## src/rtl/msu_collect_pkg.sv

```systemverilog
// Shared types and helpers for the MSU result collector.
// Holds the collector FSM states, the error-flag bit positions and the word-count helper.
package msu_collect_pkg;

    typedef enum logic [1:0] {
        IDLE    = 2'd0,
        COLLECT = 2'd1,
        HOLD    = 2'd2
    } state_t;

    localparam int ERR_W     = 4;
    localparam int ERR_SIZE  = 0;
    localparam int ERR_KEEP  = 1;
    localparam int ERR_TLAST = 2;
    localparam int ERR_OVR   = 3;

    function automatic int words_for(input int t_len, input int sq_out_bits, input int axi_len);
        return t_len / axi_len + sq_out_bits / axi_len;
    endfunction

endpackage

```

## src/rtl/msu_axis_shift_acc.sv

```systemverilog
// Right-shifting word accumulator: each shifted word enters at the MSB end, so the
// first word of a transfer ends at the LSB. Zero-fill shifts right-align short transfers.
module msu_axis_shift_acc #(
    parameter int WORD_W = 32,
    parameter int WORDS  = 34,
    parameter int CNT_W  = 32
) (
    input  logic                     clk,
    input  logic                     reset_n,
    input  logic                     i_clear,
    input  logic                     i_beat,
    input  logic                     i_fill,
    input  logic [WORD_W-1:0]        i_data,
    output logic [WORD_W*WORDS-1:0]  o_acc,
    output logic                     o_last_slot
);

    localparam int ACC_W = WORD_W * WORDS;

    logic [ACC_W-1:0]  r_acc;
    logic [CNT_W-1:0]  r_cnt;
    logic              w_shift;
    logic [WORD_W-1:0] w_word;

    assign w_shift = i_beat | i_fill;
    assign w_word  = i_fill ? '0 : i_data;

    always_ff @(posedge clk or negedge reset_n) begin
        if (!reset_n) begin
            r_acc <= '0;
            r_cnt <= '0;
        end else begin
            // The counter saturates at all ones rather than wrapping.
            if (i_clear)
                r_cnt <= '0;
            else if (w_shift && (r_cnt != '1))
                r_cnt <= r_cnt + 1'b1;
            if (w_shift)
                r_acc <= {w_word, r_acc[ACC_W-1:WORD_W]};
        end
    end

    assign o_acc       = r_acc;
    assign o_last_slot = (r_cnt == CNT_W'(WORDS - 1));

endmodule

```

## src/rtl/msu_result_collector.sv

```systemverilog
// Reassembles the MSU result stream (framed by word count) into {sq_out, t_current}.
// Define MSU_COLLECT_MONOTONIC_EN to flag released results whose t does not increase.
module msu_result_collector
    import msu_collect_pkg::*;
#(
    parameter int AXI_LEN           = 32,
    parameter int C_XFER_SIZE_WIDTH = 32,
    parameter int T_LEN             = 64,
    parameter int SQ_OUT_BITS       = 1024
) (
    input  logic                         clk,
    input  logic                         reset_n,
    input  logic                         start_xfer,
    input  logic                         s_axis_tvalid,
    output logic                         s_axis_tready,
    input  logic [AXI_LEN-1:0]           s_axis_tdata,
    input  logic [AXI_LEN/8-1:0]         s_axis_tkeep,
    input  logic                         s_axis_tlast,
    input  logic [C_XFER_SIZE_WIDTH-1:0] s_axis_xfer_size_in_bytes,
    output logic                         res_valid,
    input  logic                         res_ready,
    output logic [T_LEN-1:0]             res_t,
    output logic [SQ_OUT_BITS-1:0]       res_sq,
    output logic [ERR_W-1:0]             err_flags,
    input  logic                         err_clr
);

    localparam int IN_WORDS  = words_for(T_LEN, SQ_OUT_BITS, AXI_LEN);
    localparam int EXP_BYTES = IN_WORDS * AXI_LEN / 8;
    localparam int ACC_W     = IN_WORDS * AXI_LEN;

    state_t           r_state, w_state_next;
    logic             r_flush, w_flush_next;
    logic [ERR_W-1:0] r_err, w_err_next;
    logic             w_beat, w_fill, w_clear, w_hs, w_last_slot;
    logic [ACC_W-1:0] w_acc;

`ifdef MSU_COLLECT_MONOTONIC_EN
    logic [T_LEN-1:0] r_last_t;
`endif

    // r_flush marks the zero-fill tail after an early tlast; input is stalled meanwhile.
    assign s_axis_tready = (r_state == COLLECT) && !r_flush;
    assign w_beat        = s_axis_tvalid && s_axis_tready;
    assign w_fill        = (r_state == COLLECT) && r_flush;
    assign w_clear       = (r_state == IDLE) && start_xfer;
    assign res_valid     = (r_state == HOLD);
    assign w_hs          = res_valid && res_ready;

    msu_axis_shift_acc #(
        .WORD_W (AXI_LEN),
        .WORDS  (IN_WORDS),
        .CNT_W  (C_XFER_SIZE_WIDTH)
    ) u_acc (
        .clk         (clk),
        .reset_n     (reset_n),
        .i_clear     (w_clear),
        .i_beat      (w_beat),
        .i_fill      (w_fill),
        .i_data      (s_axis_tdata),
        .o_acc       (w_acc),
        .o_last_slot (w_last_slot)
    );

    assign res_t     = w_acc[T_LEN-1:0];
    assign res_sq    = w_acc[ACC_W-1:T_LEN];
    assign err_flags = r_err;

    always_comb begin
        w_state_next = r_state;
        w_flush_next = r_flush;
        // Clear is applied first so a same-cycle new error still lands.
        w_err_next   = err_clr ? '0 : r_err;
        case (r_state)
            IDLE: begin
                if (start_xfer) begin
                    w_state_next = COLLECT;
                    w_flush_next = 1'b0;
                    if (s_axis_xfer_size_in_bytes != C_XFER_SIZE_WIDTH'(EXP_BYTES))
                        w_err_next[ERR_SIZE] = 1'b1;
                end
            end
            COLLECT: begin
                if (start_xfer)
                    w_err_next[ERR_OVR] = 1'b1;
                if (w_beat && (s_axis_tkeep != '1))
                    w_err_next[ERR_KEEP] = 1'b1;
                if ((w_beat || w_fill) && w_last_slot) begin
                    w_state_next = HOLD;
                    w_flush_next = 1'b0;
                end else if (w_beat && s_axis_tlast) begin
                    w_err_next[ERR_TLAST] = 1'b1;
                    w_flush_next          = 1'b1;
                end
            end
            HOLD: begin
                if (start_xfer)
                    w_err_next[ERR_OVR] = 1'b1;
                if (res_ready)
                    w_state_next = IDLE;
            end
            default: begin
                w_state_next = IDLE;
                w_flush_next = 1'b0;
            end
        endcase
`ifdef MSU_COLLECT_MONOTONIC_EN
        if (w_hs && (r_last_t != '0) && (res_t <= r_last_t))
            w_err_next[ERR_OVR] = 1'b1;
`endif
    end

    always_ff @(posedge clk or negedge reset_n) begin
        if (!reset_n) begin
            r_state <= IDLE;
            r_flush <= 1'b0;
            r_err   <= '0;
        end else begin
            r_state <= w_state_next;
            r_flush <= w_flush_next;
            r_err   <= w_err_next;
        end
    end

`ifdef MSU_COLLECT_MONOTONIC_EN
    always_ff @(posedge clk or negedge reset_n) begin
        if (!reset_n)
            r_last_t <= '0;
        else if (w_hs)
            r_last_t <= res_t;
    end
`endif

endmodule

```

## config.mk

```make
export PLATFORM = sky130hd
export DESIGN_NAME = msu_result_collector
export DESIGN_NICKNAME = d
export VERILOG_FILES = /design/src/rtl/msu_collect_pkg.sv /design/src/rtl/msu_axis_shift_acc.sv /design/src/rtl/msu_result_collector.sv
export SDC_FILE = /design/constraint.sdc
export NUM_CORES = 2
export LEC_CHECK = 0
export CAP_MARGIN = 20
export CORE_AREA = 2 2 450 452
export DETAILED_ROUTE_END_ITERATION = 12
export DIE_AREA = 0 0 452 454
export GPL_TIMING_DRIVEN = 0
export PLACE_DENSITY = 0.45
export SYNTH_ARGS = -nofsm -noshare
export SYNTH_HDL_FRONTEND = slang
export SYNTH_SLANG_ARGS = --single-unit
```

## constraint.sdc

```tcl
create_clock -name clk -period 5.3 [get_ports clk]
set_input_delay 1.06 -clock clk [delete_from_list [all_inputs] [get_ports clk]]
set_output_delay 1.06 -clock clk [all_outputs]
set_load 0.05 [all_outputs]
```

# After elaboration in Yosys (flattened, before gate mapping)
# Index checks and enable logic that the tools add are counted.
[word_totals]
word_cells = 54
input_bits = 75
out_inout_bits = 1094
reg_bits = 1127
[classes]
eq_ne = 10
n_addsub = 1
bitwise_logic = 2
n_reduce_logical = 15
mux = 21
[op_table]
columns = ["operator", "count"]
rows = [
  ["two-way mux 32 bit", 3],
  ["adder 32 x 1 -> 32 bit (second input constant)", 1],
  ["equality test 32 x 6 -> 1 bit (second input constant)", 1],
  ["!= test 32 bit (second input constant)", 1],
  ["!= test 32 x 8 -> 1 bit (second input constant)", 1],
  ["two-way mux 1 bit", 11],
  ["logical AND 1 bit", 8],
  ["two-way mux 2 bit", 4],
  ["one-hot mux 2 bit (3 select lines)", 1],
  ["AND reduction 3 bit", 2],
  ["two-way mux 4 bit", 1],
  ["!= test 2 x 1 -> 1 bit (second input constant)", 2],
  ["!= test 4 bit (second input constant)", 1],
  ["!= test 3 x 1 -> 1 bit (second input constant)", 1],
  ["one-hot mux 1 bit (3 select lines)", 1],
  ["equality test 2 x 1 -> 1 bit (second input constant)", 1],
  ["equality test 2 bit (second input constant)", 1],
  ["zero test 2 bit", 1],
  ["!= test 2 bit (second input constant)", 1],
  ["nonzero test 2 bit", 1],
  ["OR reduction 2 bit", 1],
  ["zero test 1 bit", 1],
  ["logical OR 1 bit", 1],
  ["NOT 1 bit", 1],
  ["bitwise OR 1 bit", 1],
]

# Logic depth before layout (Yosys ltp)
[depth]
ltp_word = 7
depth_mapped = 9

# Cells and area by module
# Synthesis repeated with hierarchy kept, for this count alone.
[unflattened]
cells_unflattened = 4831
hier_area_um2 = 42858.6
[modules_own_cells]
columns = ["mod", "area_per_inst_um2", "cells_per_inst", "seq_area_each_um2", "n_inst"]
rows = [
  ["msu_axis_shift_acc", 42385.7, 4781, 28026.9, 1],
  ["msu_result_collector", 473.0, 50, 175.2, 1],
]

# Worst setup path before layout
# OpenSTA, ideal clock, no wires.
[synth_path]
kind = "register to output"
startpoint = "register r_state[1]"
endpoint = "output s_axis_tready"
arrival_time_ps = 1409
path_slack_ps = 2831
required_ps = 4240
path_buffers = 0
stages_incl_launch_ff = 4
cell_sequence = "dfrtp_1 > inv_1 > ha_1 > nor2b_1"
[synth_between]
elab_chain_cells = 2
[synth_rtl]
columns = ["element", "line_no", "text"]
rows = [
  ["from (decl)", "msu_result_collector.sv:32", "state_t r_state, w_state_next;"],
  ["from (signal assigned)", "msu_result_collector.sv:119", "r_state <= w_state_next;"],
  ["equality test 2 x 1 -> 1 bit", "msu_result_collector.sv:43", "assign s_axis_tready = (r_state == COLLECT) && !r_flush;"],
  ["logical AND 1 bit", "msu_result_collector.sv:43", ""],
  ["to (decl)", "msu_result_collector.sv:15", "output logic s_axis_tready,"],
]
# Every way passes these cells.

# Final worst setup path
[layout_path]
startpoint = "register r_state[1]"
endpoint = "register u_acc.r_acc[948], in the netlist u_acc.o_acc[948]"
[layout_between]
elab_chain_cells = 4
elab_cells_between_ends = 5
classes_between = "eq/ne (1); bitwise (1); reduce/logical (3)"
[layout_rtl]
columns = ["element", "line_no", "text"]
rows = [
  ["equality test 2 x 1 -> 1 bit (*)", "msu_result_collector.sv:43, msu_result_collector.sv:45", ""],
  ["logical AND 1 bit", "msu_result_collector.sv:43", ""],
  ["logical AND 1 bit", "msu_result_collector.sv:44", "assign w_beat = s_axis_tvalid && s_axis_tready;"],
  ["bitwise OR 1 bit (*)", "msu_axis_shift_acc.sv:25", "assign w_shift = i_beat | i_fill;"],
  ["to (signal assigned)", "msu_axis_shift_acc.sv:39", "r_acc <= {w_word, r_acc[ACC_W-1:WORD_W]};"],
  ["to (decl)", "msu_axis_shift_acc.sv:20", "logic [ACC_W-1:0] r_acc;"],
]
# Mark *: on every way between the ends. The rest lies on a longest branch, timed or not.
# A chain may end at the register's enable or synchronous reset.

==> flow_summary.yaml <==
setup_path:
  crit_required_ns: 6.02
  cp.arrival_ns: 4.71
  path_cells: "inv_1 > ha_1 > o21a_1 > clkbuf_1 > buf_2 > clkbuf_1 > clkbuf_1 > nand2_1 > nand2_1"
  worst-path-buf-inv: 5
  end_kind: "flip-flop"
  slowest_stage: "buf_2"
  slowest_delay_ns: 0.75
  path_delay_family: "buffers and inverters"
  r2r-start: "r_state[1]"
  path_max_fanout: 10
  reg2reg_depth: 9
  critPathKind: "flip-flop to flip-flop"
  regToRegSetupSlack_ns: 1.30
  r2r_end: "u_acc.o_acc[948]"
  start_kind: "flip-flop"
  cpMostUsedCell: "clkbuf_1"
cells_and_area:
  antenna_cells: 0
  syn_to_final_growth_pct: 46.5
  drive_above_1_share_pct: 4.03
  multi_input_area_um2: 13500
  nets: 6201
  final_cell_mix: "3,193 x nand2_1, 1,167 x clkdlybuf4s50_1, 1,127 x dfrtp_1"
  final_common_cell: "nand2_1"
  fillCellCount: 21291
  seqCellArea_um2: 28200
power_and_ir_drop:
  p_leak_nw: 31.6
  ir_worst_vdd_mv: 0.441
  p_per_area_nw_per_um2: 528
sta:
  fmax_mhz: 250
  relSlewSlack_pct: 32.6
  fin_crit_sh_pct: 75.4
  slew_violations: 0
  hold_viol: 0
  setup_viol: 0
  holdWs_ns: 0.161
  layout_min_cycle_time_ns: 4.00
  worstMarginPinSlew_ns: 1.01
  clock_skew_ns: 0.0272
  rsz0062_at_grt: "false"
  tns_ns: 0
job:
  maxCapViolCount: 0
synthesis:
  syn_nets: 4884
  synthMuxAreaShare_pct: 0.0761
  yosysSeqAreaShare_pct: 66.0
  synth_flop_cell: "dfrtp_1"
  postSynthCellCount: 4802
  synth_edf_count: 0
  synth_top_family_by_area: "simple AND/OR/NAND/NOR gates"
  synth_xor_area_share_pct: 0.0410
  yosysUniqueCellTypes: 48
  synth_compound_area_share_pct: 1.54
  syn_area_um2: 42700
  synth_adder_area_share_pct: 0.205
  async_reset_ff_share_pct: 100
  synth-seq-cells: 1127
  postSynthAreaPerCell_um2: 8.90
  yosysWarningCount: 0
  synth_simple_gate_area_share_pct: 29.7
clocking:
  htree_levels: 4
  tritoncts: "built"
  hold_buffers: 0
  clock_latency_ns: 0.79
  cts_sinks: 1127
  clk_pin_slew_ns: 0.06
  numCtsBuffers: 138
  clockBufferDepth: 3
  cts_setup_buffers: 0
  cts_root_buf: "clkbuf_16"
  cts-resized-gates: 0
placed_design:
  post-dp-hpwl_mm: 161
  port_buffers: 1168
  place.gp.congestion: 0.912
global_routing:
  overflow: 0
  grt_pass1_wl_mm: 289
  antenna_found_initial: 5
  grtUsageTotal_pct: 19.5
  grt_pass1_vias: 37222
  grt_max_degree: 159
floorplanning:
  ios: 1169
  dieArea_um2: 205000
  core_area_um2: 201000
  die_width_um: 452
  rows: 165
  initial_core_util_pct: 21.3
  die_y_um: 454
drt:
  vias_per_cell: 4.23
  initialDrtViolationCount: 2735
  drcViolationCount: 0
  wire_per_inst_um: 23.0
  antenna_left: 0
  routed_wl_mm: 205
  dr.pass1.iters: 6
  vias: 37648
hold_path:
  min_path_type: "input port to async pin"
outcome:
  outcome: "completed"
-- cells in the mapped netlist (7+ instances only) --
master / instances / share of area (%)
nand3_1: 17 / 0.20
a21oi_1: 26 / 0.30
nand4_1: 13 / 0.19
nor4_1: 12 / 0.18
or3_1: 12 / 0.18
or4_1: 14 / 0.25
o31ai_1: 13 / 0.23
a22o_1: 32 / 0.66
o21ai_0: 19 / 0.22
nand2_1: 3193 / 28
inv_1: 10 / 0.088
buf_1: 12 / 0.11
clkbuf_1: 231 / 2.0
dfrtp_1: 1127 / 66
ha_1: 7 / 0.20
-- sequential cells by signal, indices dropped and copies added, names as in the netlist --
signal and count:
r_flush 1, u_acc.o_acc 1088, u_acc.r_cnt 32, r_state 2, err_flags 4
-- final cells by class --
type                    instances  share of cell area [%]
clock buffers                 201                    6.49
flip-flops and latches       1127                    45.0
well taps                    2672                    5.34
repair buffers               1177                    19.1
inverters                      10                  0.0600
plain buffers                 253                    1.58
multi-input cells            3412                    21.6
clock inverters                45                   0.815
-- per-stage QoR --
| stage | instances | cell area (um2) | setup slack (ns) | power (mW) | utilization [%] |
|---|---|---|---|---|---|
| after global routing | 8897 | 62600 | 1.01 | 34.6 | 31.2 |
| after floorplan | 4802 | 42700 | 2.83 | 18.0 | - |
| after CTS | 8897 | 62600 | 1.11 | 33.6 | 31.2 |
| final | 8897 | 62600 | 1.30 | 33.1 | 31.2 |
| after detailed placement | 8651 | 58000 | 0.443 | 23.7 | 28.9 |
| after global placement | 8642 | 57800 | -51.58 | 23.7 | 28.8 |
-- per-layer routing --
layer,wire length (um),global-route usage [%]
met1,83300,23.8
met2,99900,32.7
met3,14000,5.76
met4,7460,6.93
met5,31,0
-- kinds of logic (layout without fill, tap and decap cells) --
logic type | count (synthesis) | in the layout
XOR/XNOR | 2 | 2
AO/OA/AOI/OAI | 98 | 98
AND/OR/NAND/NOR | 3302 | 3302
adder cells (fa/ha/maj) | 7 | 7
flip-flops | 1127 | 1127
buffers and inverters | 263 | 1686
multiplexers | 3 | 3
-- power by group --
| part | internal, mW | switching [mW] |
|---|---|---|
| clock network | 5.64 | 4.01 |
| registers | 9.90 | 1.59 |
| logic | 3.02 | 8.93 |
-- worst reg2reg max path, delay by kind of cell, from the launching register on --
kind / cells / cell delay [ns]
simple gates: 2 / 0.44
flops: 1 / 0.40
fa+ha+maj: 1 / 0.27
buf+inv: 5 / 2.68
compound gates: 1 / 0.14
-- how the worst max path moves through the flow --
stage / start / endpoint / slack (ns) / cells past startpoint
after floorplan: r_state[1] / s_axis_tready / 2.83 / 3
after global placement: reset_n / u_acc.o_acc[1030] / -51.58 / 1
after detailed placement: s_axis_tvalid / u_acc.o_acc[948] / 0.44 / 8
after CTS: r_state[1] / u_acc.o_acc[948] / 1.11 / 9
after global routing: r_state[1] / u_acc.o_acc[948] / 1.01 / 9
final: r_state[1] / u_acc.o_acc[948] / 1.30 / 9
Power figures use the tool's default switching activity.
